<file path="config.mk">
export PLATFORM = sky130hd
export DESIGN_NAME = cache_mem_arbiter
export DESIGN_NICKNAME = d
export VERILOG_FILES = /design/src/rtl/cache_mem_arbiter.sv
export SDC_FILE = /design/constraint.sdc
export NUM_CORES = 1
export LEC_CHECK = 0
export ABC_AREA = 1
export BUFFER_PORTS_ARGS = -buffer_cell sky130_fd_sc_hd__buf_2
export CAP_MARGIN = 20
export CORE_AREA = 2 2 103 105
export CTS_CLUSTER_SIZE = 10
export DETAILED_ROUTE_END_ITERATION = 10
export DIE_AREA = 0 0 105 107
export SYNTH_ARGS = -nofsm -noshare
export SYNTH_HDL_FRONTEND = slang
export SYNTH_SLANG_ARGS = --single-unit
</file>
<file path="constraint.sdc">
create_clock -name CLK -period 2.6 [get_ports CLK]
set_clock_uncertainty 0.1 [all_clocks]
set_input_delay 0.78 -clock CLK [delete_from_list [all_inputs] [get_ports CLK]]
set_output_delay 0.78 -clock CLK [all_outputs]
set_load 0.01 [all_outputs]
</file>
<file path="src/rtl/cache_mem_arbiter.sv">
// cache_mem_arbiter: arbitrates icache fill and dcache requests onto one RAM port
//   CLK, nRST            clock (rising edge), asynchronous active-low reset
//   iREN, iaddr          icache read request and word address
//   iwait, iload         icache stall (low only on completion) and read data
//   dREN, dWEN           dcache read / write request (write wins when both high)
//   daddr, dstore        dcache word address and write data
//   dwait, dload         dcache stall (low only on completion) and read data
//   ramREN, ramWEN       RAM read / write strobes
//   ramaddr, ramstore    RAM address and write data (0 when idle)
//   ramload, ramstate    RAM read data and status (FREE, BUSY, ACCESS, ERROR)
//   mem_err              sticky flag, set when RAM reports ERROR during a grant
module cache_mem_arbiter #(
    parameter int WORD_W      = 32,
    parameter int ADDR_W      = 32,
    parameter int DSTREAK_MAX = 4
) (
    input  logic              CLK,
    input  logic              nRST,
    input  logic              iREN,
    input  logic [ADDR_W-1:0] iaddr,
    output logic              iwait,
    output logic [WORD_W-1:0] iload,
    input  logic              dREN,
    input  logic              dWEN,
    input  logic [ADDR_W-1:0] daddr,
    input  logic [WORD_W-1:0] dstore,
    output logic              dwait,
    output logic [WORD_W-1:0] dload,
    output logic              ramREN,
    output logic              ramWEN,
    output logic [ADDR_W-1:0] ramaddr,
    output logic [WORD_W-1:0] ramstore,
    input  logic [WORD_W-1:0] ramload,
    input  logic [1:0]        ramstate,
    output logic              mem_err
);
    localparam int SW = $clog2(DSTREAK_MAX + 1);
    localparam logic [SW-1:0] SMAX = SW'(DSTREAK_MAX);
    localparam logic [1:0] ACCESS = 2'd2;
    localparam logic [1:0] ERROR = 2'd3;

    typedef enum logic [1:0] {IDLE, IGNT, DGNT} state_t;

    state_t state;
    logic [SW-1:0] streak;
    logic dreq, d_act, i_act;

    // a grant only drives RAM while its requester still holds the request
    assign dreq = dREN | dWEN;
    assign d_act = (state == DGNT) && dreq;
    assign i_act = (state == IGNT) && iREN;

    always_comb begin
        ramWEN   = d_act && dWEN;
        ramREN   = (d_act && !dWEN) || i_act;
        ramaddr  = d_act ? daddr : i_act ? iaddr : '0;
        ramstore = (d_act && dWEN) ? dstore : '0;
        dwait    = !(d_act && ramstate == ACCESS);
        iwait    = !(i_act && ramstate == ACCESS);
        iload    = ramload;
        dload    = ramload;
    end

    always_ff @(posedge CLK or negedge nRST) begin
        if (!nRST) begin
            state   <= IDLE;
            streak  <= '0;
            mem_err <= 1'b0;
        end else begin
            if ((d_act || i_act) && ramstate == ERROR)
                mem_err <= 1'b1;
            case (state)
                IDLE:
                    // dcache wins unless icache has waited through a full streak
                    if (dreq && !(iREN && streak == SMAX))
                        state <= DGNT;
                    else if (iREN)
                        state <= IGNT;
                DGNT:
                    if (!dreq)
                        state <= IDLE;
                    else if (ramstate == ACCESS) begin
                        state  <= IDLE;
                        streak <= !iREN ? '0 : (streak == SMAX) ? SMAX : streak + SW'(1);
                    end
                IGNT:
                    if (!iREN)
                        state <= IDLE;
                    else if (ramstate == ACCESS) begin
                        state  <= IDLE;
                        streak <= '0;
                    end
                default: state <= IDLE;
            endcase
        end
    end
endmodule

</file>
# Word-level counts from Yosys, hierarchy flattened
# Index checks and enable logic that the tools add are counted.
# op_classes
add_sub_neg	1
mul	0
div	0
n_lt_le_gt_ge	0
n_eq_ne	10
n_shift	0
mux	16
n_bitwise	1
reduce_logical	18
# ops
op	count
32-bit 2-to-1 mux	3
3-bit 2-to-1 mux	6
2-bit 2-to-1 mux	5
1-bit logical AND	9
2-bit == test (second input constant)	3
2-bit case mux with 3 select lines	1
3-bit case mux with 2 select lines	1
5-bit AND reduction	1
1-bit zero test	4
2-bit by 1-bit inequality test with 1-bit output (second input constant)	2
2-bit inequality test (second input constant)	2
3-bit by 1-bit adder with 3-bit output (second input constant)	1
3-bit == test (second input constant)	1
3-bit inequality test (second input constant)	1
2-bit by 1-bit == test with 1-bit output (second input constant)	1
2-bit zero test	1
1-bit logical OR	2
2-bit nonzero test	1
1-bit bitwise OR	1
# word_totals
ff_bits	6
latchBits	0
mem_bits_rw	0
romBits	0
in_bits	135
output_inout_bits	133
wordCells	49
memories	0

# Longest topological paths before layout
# Gate-level depths: netlist of the first run.
# depth
ltp_word	6
depth_mapped	8
depth_no_buf	8

# Worst setup path before layout of the first run
# No wires, ideal clock.
# synth_path
path_kind	input-to-output
start	input port dWEN
end	output port ramstore[10]
t_arrival_ns	1.383
required_time_ns	1.720
setup_slack_ns	0.337
path_stages	5
n_path_buf	1
cell_sequence	inv_1 > nor2_2 > inv_2 > buf_6 > nor2_1
# synth_via
elab_chain_len	4
# synth_rtl
element	line_no	text
from (decl)	24	input logic dWEN,
1-bit bitwise OR	49	assign dreq = dREN | dWEN;
1-bit logical AND	50	assign d_act = (state == DGNT) && dreq;
1-bit logical AND (*)	n/a	
via ramWEN	30	output logic ramWEN,
32-bit 2-to-1 mux (*)	57	ramstore = (d_act && dWEN) ? dstore : '0;
to (decl)	32	output logic [WORD_W-1:0] ramstore,
# The timed path passes the listed nets; every way through them passes the cells marked *.

# Worst setup path in the final report of the first run
# layout_path
start	input port dWEN
end	output port ramaddr[19]
# layout_via
elab_chain_len	3
# layout_rtl
element	line_no	text
1-bit bitwise OR	49	
1-bit logical AND	50	
32-bit 2-to-1 mux	56	ramaddr = d_act ? daddr : i_act ? iaddr : '0;
to (decl)	31	output logic [ADDR_W-1:0] ramaddr,
# Every way passes these cells.

==> results of run 1 <==
-- layout by cell type, fill, tap and decap left out, types with 2 or more instances in the layout --
cell type  instances
buf_2            171
nand2_1          120
inv_1             46
nor2_1            38
nand3_1            6
dfrtp_1            6
inv_2              3
clkbuf_8           3
buf_12             3
buf_4              3
nand2_2            2
ha_1               2
clkbuf_16          2
-- worst max path at each step --
stage | cells past startpoint | startpoint | to
floorplan | 5 | dWEN | ramstore[10]
global placement | 9 | dWEN | ramaddr[22]
detailed placement | 9 | dWEN | ramaddr[22]
CTS | 9 | dWEN | ramaddr[22]
global route | 9 | dWEN | ramaddr[19]
finish | 9 | dWEN | ramaddr[19]
-- state kept, by name (all words and copies together) (netlist names) --
signal,count
state,2
mem_err,1
streak,3
-- kinds of logic after synthesis --
family	Yosys count	share of synthesized area, %
compound gates	3	1.02
fa+ha+maj	2	1.57
buf+inv	123	47.6
flops	6	9.42
simple gates	168	40.4
-- synthesized netlist by cell type (all sizes together) --
cell type,n
nand2,122
buf,73
inv,50
nor2,39
dfrtp,6
nand3,6
ha,2
a21oi,1
nor3,1
o21ai,1
o22ai,1
-- cell type report --
cell class,instances,area [µm²],area share [%]
clock buffers,3,41.3,1.85
inverters,50,190,8.53
multi-input cells,173,688,30.9
flip-flops and latches,6,150,6.74
well taps,136,170,7.64
repair buffers,179,988,44.4
-- repair_timing --
action                                  CTS  global route
setup buffers                             0             2
resized for setup                         0             2
endpoints found under the setup margin    0             4
-- stage by stage --
step	utilization [%]	hold slack, ns
detailed placement	21.0	0.362
CTS	21.4	0.276
global placement	21.0	0.352
floorplan	-	0.367
global route	22.1	0.280
finish	22.1	0.274
-- worst max-delay path: cells and delay by family --
kind | cells | cell delay, ns
buffers and inverters | 5 | 0.57
AND/OR/NAND/NOR | 4 | 0.28
-- routing by layer --
| layer | wire [µm] | track usage (%) | part of all wire [%] |
|---|---|---|---|
| met1 | 2060 | 8.89 | 37 |
| met2 | 2750 | 14.1 | 49 |
| met3 | 600 | 2.74 | 11 |
| met4 | 169 | 3.71 | 3.0 |
| met5 | 0 | 0 | 0 |
-- power breakdown --
part	switching (µW)	internal, µW	leakage [µW]
Sequential	26.3	122	0.0000739
Clock	36.4	99.1	0.0000216
Combinational	597	462	0.00151
==> summary.txt, run 1 <==
Crit path arrival time -> 1.64 ns
Grt total ovfl -> 0
Relative slew slack -> 77.9%
RSZ-0062 raised after global routing -> no
Via density -> 3.55
Drt total wl -> 5580 µm
IO Count -> 268
Area Growth Syn to Fin -> 39.8%
Die Wd -> 105 µm
Final Net Count -> 550
Status -> completed
Leading area contributor after synthesis -> buf_4
Fin crit share -> 97.0%
Required time of the critical path -> 1.72 ns
Min Tclk post-route -> 2.52 ns
Pleak -> 0.00161 µW
Worst r2r src -> state[0]
Syn Nets -> 439
Gpl congestion -> 0.803
Clock latency on the worst-skew pair -> 0.22 ns
Slowest CP cell -> clkbuf_16
Peak supply drop -> 0.191 mV
Worst Path Max Fanout -> 16
First-pass GRT wire length -> 7580 µm
Power Total -> 1340 µW
Routed len/inst -> 10.2 µm
Port bufs -> 171
Sequential share of the synthesized area -> 9.42%
Detailed Place HPWL -> 4520 µm
Finished Layout Cells -> 547
CTS buffer count -> 3
Slew @ Worst Pin -> 0.330 ns
Initial Utilization -> 15.8%
Core area -> 10100 µm²
Die area -> 11200 µm²
Final instance area -> 2230 µm²
Pwr/cell area -> 603 nW/µm²
R2R setup slack -> 1.22 ns
1st-pass router iterations -> 4
Fmax -> 396 MHz
Worst R2R End -> streak[2]
CTS root buffer -> clkbuf_8
CTS Buffer Depth -> 2
Iter 0 DRT Violations -> 46
H-tree depth -> 1
Final setup vio count -> 0
HP Class -> input port to async pin
Synth top area cells -> buf_4 32%, nand2_1 28%, inv_1 11%
Ant diodes -> 0
Max_cap viols -> 0
Startpoint Class -> input port
CP Capture Type -> output port
Final worst slack -> 0.0772 ns
# DRC -> 0
CTS tree -> yes
Routed Antenna Nets -> 0
Yosys top cell area share -> 31.6%
Clock slew at reported path FFs -> 0.04 ns
Synthesis Warnings -> 0
Vias -> 1944
Hold Fails Final Rpt -> 0
#FFs+latches synth -> 6
Cell count after synthesis -> 302
Post-place setup slack -> 0.0747 ns
CP peak stage delay -> 0.18 ns
Number of antenna violations at the first check in global routing -> 0
Post-DP Area -> 2120 µm²
Fillers -> 1214
Post-Place Cells -> 540
Cts hold-fix bufs -> 0
Mapped cell area -> 1590 µm²
Sequence of cells on the critical path -> buf_2, inv_1, nand2_2, nand2_2, inv_4, clkbuf_16, nand2_1, nand2_1, buf_2
R2R cell count -> 7
Fin Setup TNS -> 0 ns
Slew Limit Fails -> 0
Num Clock Sinks -> 6
Cell row count -> 37
Vias in the first global route -> 1745
Tot GR Track Use -> 8.11%
Die Height -> 107 µm
Largest net degree at the start of global routing -> 35
Share of layout cells above drive strength 1 -> 46.0%
Syn Area/Cell -> 5.28 µm²
CP Class -> input port to output port
Cell variety after synth -> 15
(Power assumes the default switching activity.)
==> inputs of run 2 (changes only) <==
--- a/config.mk
+++ b/config.mk
@@ -12,6 +12,7 @@
 export CTS_CLUSTER_SIZE = 10
 export DETAILED_ROUTE_END_ITERATION = 10
 export DIE_AREA = 0 0 105 107
+export PLACE_DENSITY_LB_ADDON = 0.08
 export SYNTH_ARGS = -nofsm -noshare
 export SYNTH_HDL_FRONTEND = slang
 export SYNTH_SLANG_ARGS = --single-unit
==> constraint.sdc (replaced) <==
create_clock -name CLK -period 2.6 [get_ports CLK]
set_clock_uncertainty 0.1 [all_clocks]
set_input_delay 0.52 -clock CLK [delete_from_list [all_inputs] [get_ports CLK]]
set_output_delay 0.52 -clock CLK [all_outputs]
set_load 0.01 [all_outputs]
==> run 2 against run 1 <==
Net effect:
- flip-flop and latch count unchanged
- utilization shrank 0.97 points
- total power is 8.3% lower
- final area is 4.4% lower
- critical endpoint is now ramaddr[11]
- highest routed layer unchanged
==> summary.txt, run 2 (synthesis gave the netlist of run 1 again) <==
Most flops, register -> streak (unchanged)
Largest net degree at the start of global routing -> 34 (was 35)
Cell row count -> 37 (unchanged)
Cts hold-fix bufs -> 0 (unchanged)
Pwr/cell area -> 578 nW/µm² (was 603 nW/µm²)
CTS Buffer Depth -> 2 (unchanged)
Fin Hold WS -> 0.0171 ns (was 0.274 ns)
Switching Share -> 52.3% (was 49.1%)
Fin Setup TNS -> 0 ns (unchanged)
Area Growth Syn to Fin -> 33.7% (was 39.8%)
Crit path arrival time -> 1.48 ns (was 1.64 ns)
Post CTS Setup Buffer Count -> 0 (unchanged)
CTS tree -> yes (unchanged)
Fillers -> 1198 (was 1214)
Detailed Place HPWL -> 4940 µm (was 4520 µm)
Final instance area -> 2130 µm² (was 2230 µm²)
Power Total -> 1230 µW (was 1340 µW)
Min Tclk post-route -> 2.10 ns (was 2.52 ns)
Final Net Count -> 544 (was 550)
Slew @ Worst Pin -> 0.523 ns (was 0.330 ns)
Grt total ovfl -> 0 (unchanged)
Total net switching power -> 644 µW (was 660 µW)
Sequential power share -> 12.1% (was 11.0%)
Post-CTS Resized -> 0 (unchanged)
CP Class -> flip-flop to output port (was input port to output port)
Iter 0 DRT Violations -> 73 (was 46)
Number of antenna violations at the first check in global routing -> 0 (unchanged)
Fmax -> 477 MHz (was 396 MHz)
Clock power share -> 11.4% (was 10.1%)
CTS root buffer -> clkbuf_8 (unchanged)
Required time of the critical path -> 1.98 ns (was 1.72 ns)
H-tree depth -> 1 (unchanged)
CP Capture Type -> output port (unchanged)
Gpl congestion -> 0.718 (was 0.803)
Fin crit share -> 80.6% (was 97.0%)
Slew Limit Fails -> 0 (unchanged)
Vias in the first global route -> 1928 (was 1745)
Top Registers -> streak x3, state x2, mem_err x1 (unchanged)
1st-pass router iterations -> 5 (was 4)
Post-DP Area -> 2090 µm² (was 2120 µm²)
Relative slew slack -> 65.1% (was 77.9%)
Final worst slack -> 0.504 ns (was 0.0772 ns)
Drt total wl -> 5810 µm (was 5580 µm)
Num Clock Sinks -> 6 (unchanged)
Initial Utilization -> 15.8% (unchanged)
Hold Fails Final Rpt -> 0 (unchanged)
Vias -> 1919 (was 1944)
Final setup vio count -> 0 (unchanged)
Worst Path Max Fanout -> 26 (was 16)
Most frequent cells in the layout -> 171 x buf_2, 121 x nand2_1, 46 x inv_1, 38 x nor2_1 (was 171 x buf_2, 120 x nand2_1, 46 x inv_1, 38 x nor2_1)
Post-place setup slack -> 0.520 ns (was 0.0747 ns)
Port bufs -> 171 (unchanged)
Combinational power share -> 76.4% (was 78.9%)
RSZ-0062 raised after global routing -> no (unchanged)
Ant diodes -> 0 (unchanged)
Status -> completed (unchanged)
Die area -> 11200 µm² (unchanged)
Largest register FFs -> 3 (unchanged)
Die Wd -> 105 µm (unchanged)
Die Height -> 107 µm (unchanged)
Routed len/inst -> 10.7 µm (was 10.2 µm)
First-pass GRT wire length -> 8780 µm (was 7580 µm)
Clock slew at reported path FFs -> 0.04 ns (about the same)
HP Class -> input port to async pin (unchanged)
Startpoint Class -> flip-flop (was input port)
Routed Antenna Nets -> 0 (unchanged)
Max_cap viols -> 0 (unchanged)
Commonest non-fill, non-tap cell in the layout -> buf_2 (unchanged)
IO Count -> 268 (unchanged)
Peak supply drop -> 0.150 mV (was 0.191 mV)
Clock latency on the worst-skew pair -> 0.22 ns (about the same)
# DRC -> 0 (unchanged)
Share of layout cells above drive strength 1 -> 44.9% (was 46.0%)
Core area -> 10100 µm² (unchanged)
Pint -> 588 µW (was 684 µW)
Pleak -> 0.00156 µW (was 0.00161 µW)
Tot GR Track Use -> 9.57% (was 8.11%)
CTS buffer count -> 3 (unchanged)
Via density -> 3.55 (about the same)
[run 2: cell types whose count changed in the layout (fill, tap and decap cells not counted)]
| cell | delta |
|---|---|
| clkbuf_16 | -2 |
| inv_2 | +1 |
| buf_4 | -3 |
| nand2_2 | -1 |
| buf_12 | -1 |
| nand2_1 | +1 |
| inv_4 | -1 |
[run 2: worst paths after layout]
| path | depth (start not counted) | startpoint | to | slack [ns] |
|---|---|---|---|---|
| setup reg to reg | 6 | state[0] | streak[2] | 1.32 |
| hold reg to reg | 2 | mem_err | mem_err | 0.38 |
| hold / removal | 1 | nRST | state[0] | 0.02 |
| max in group asynchronous | 1 | nRST | state[1] | 2.24 |
| min in group CLK | 2 | mem_err | mem_err | 0.38 |
| setup / recovery | 7 | state[1] | ramaddr[11] | 0.50 |
[run 2: worst max-delay path, stage by stage, from the launching register on]
cell and delay, ns:
dfrtp_1 0.40, inv_2 0.07, nand3_1 0.11, inv_2 0.21, buf_12 0.20, nand2_1 0.07
nand2_1 0.06, buf_2 0.13
[run 2: stage by stage]
step	utilization, %	instances
2_1_floorplan	-	302
3_3_place_gp	20.7	538
3_5_place_dp	20.7	538
4_1_cts	21.1	541
5_1_grt	21.1	541
6_report	21.1	541
[run 2: routing by layer]
metal | vias up | routed length, µm | GRT usage (%)
li1 | 1004 | - | -
met1 | 769 | 2250 | 10.2
met2 | 114 | 2770 | 17.6
met3 | 32 | 581 | 2.49
met4 | 0 | 201 | 4.38
met5 | - | 0 | 0
[run 2: final cells by class]
cell class	instances	area [µm²]	share of cell area (%)
Timing Repair Buffer	173	896	42.0
Multi-Input combinational cell	173	686	32.2
Sequential cell	6	150	7.05
Tap cell	136	170	7.99
Clock buffer	3	41.3	1.94
Inverter	50	188	8.81
[run 2: power by group through the flow]
stage | clock network (µW) | logic, µW | registers (µW)
global route | 151 | 1080 | 156
detailed placement | 0 | 970 | 151
CTS | 146 | 973 | 149
finish | 141 | 941 | 150
floorplan | 0 | 699 | 143
global placement | 0 | 985 | 152
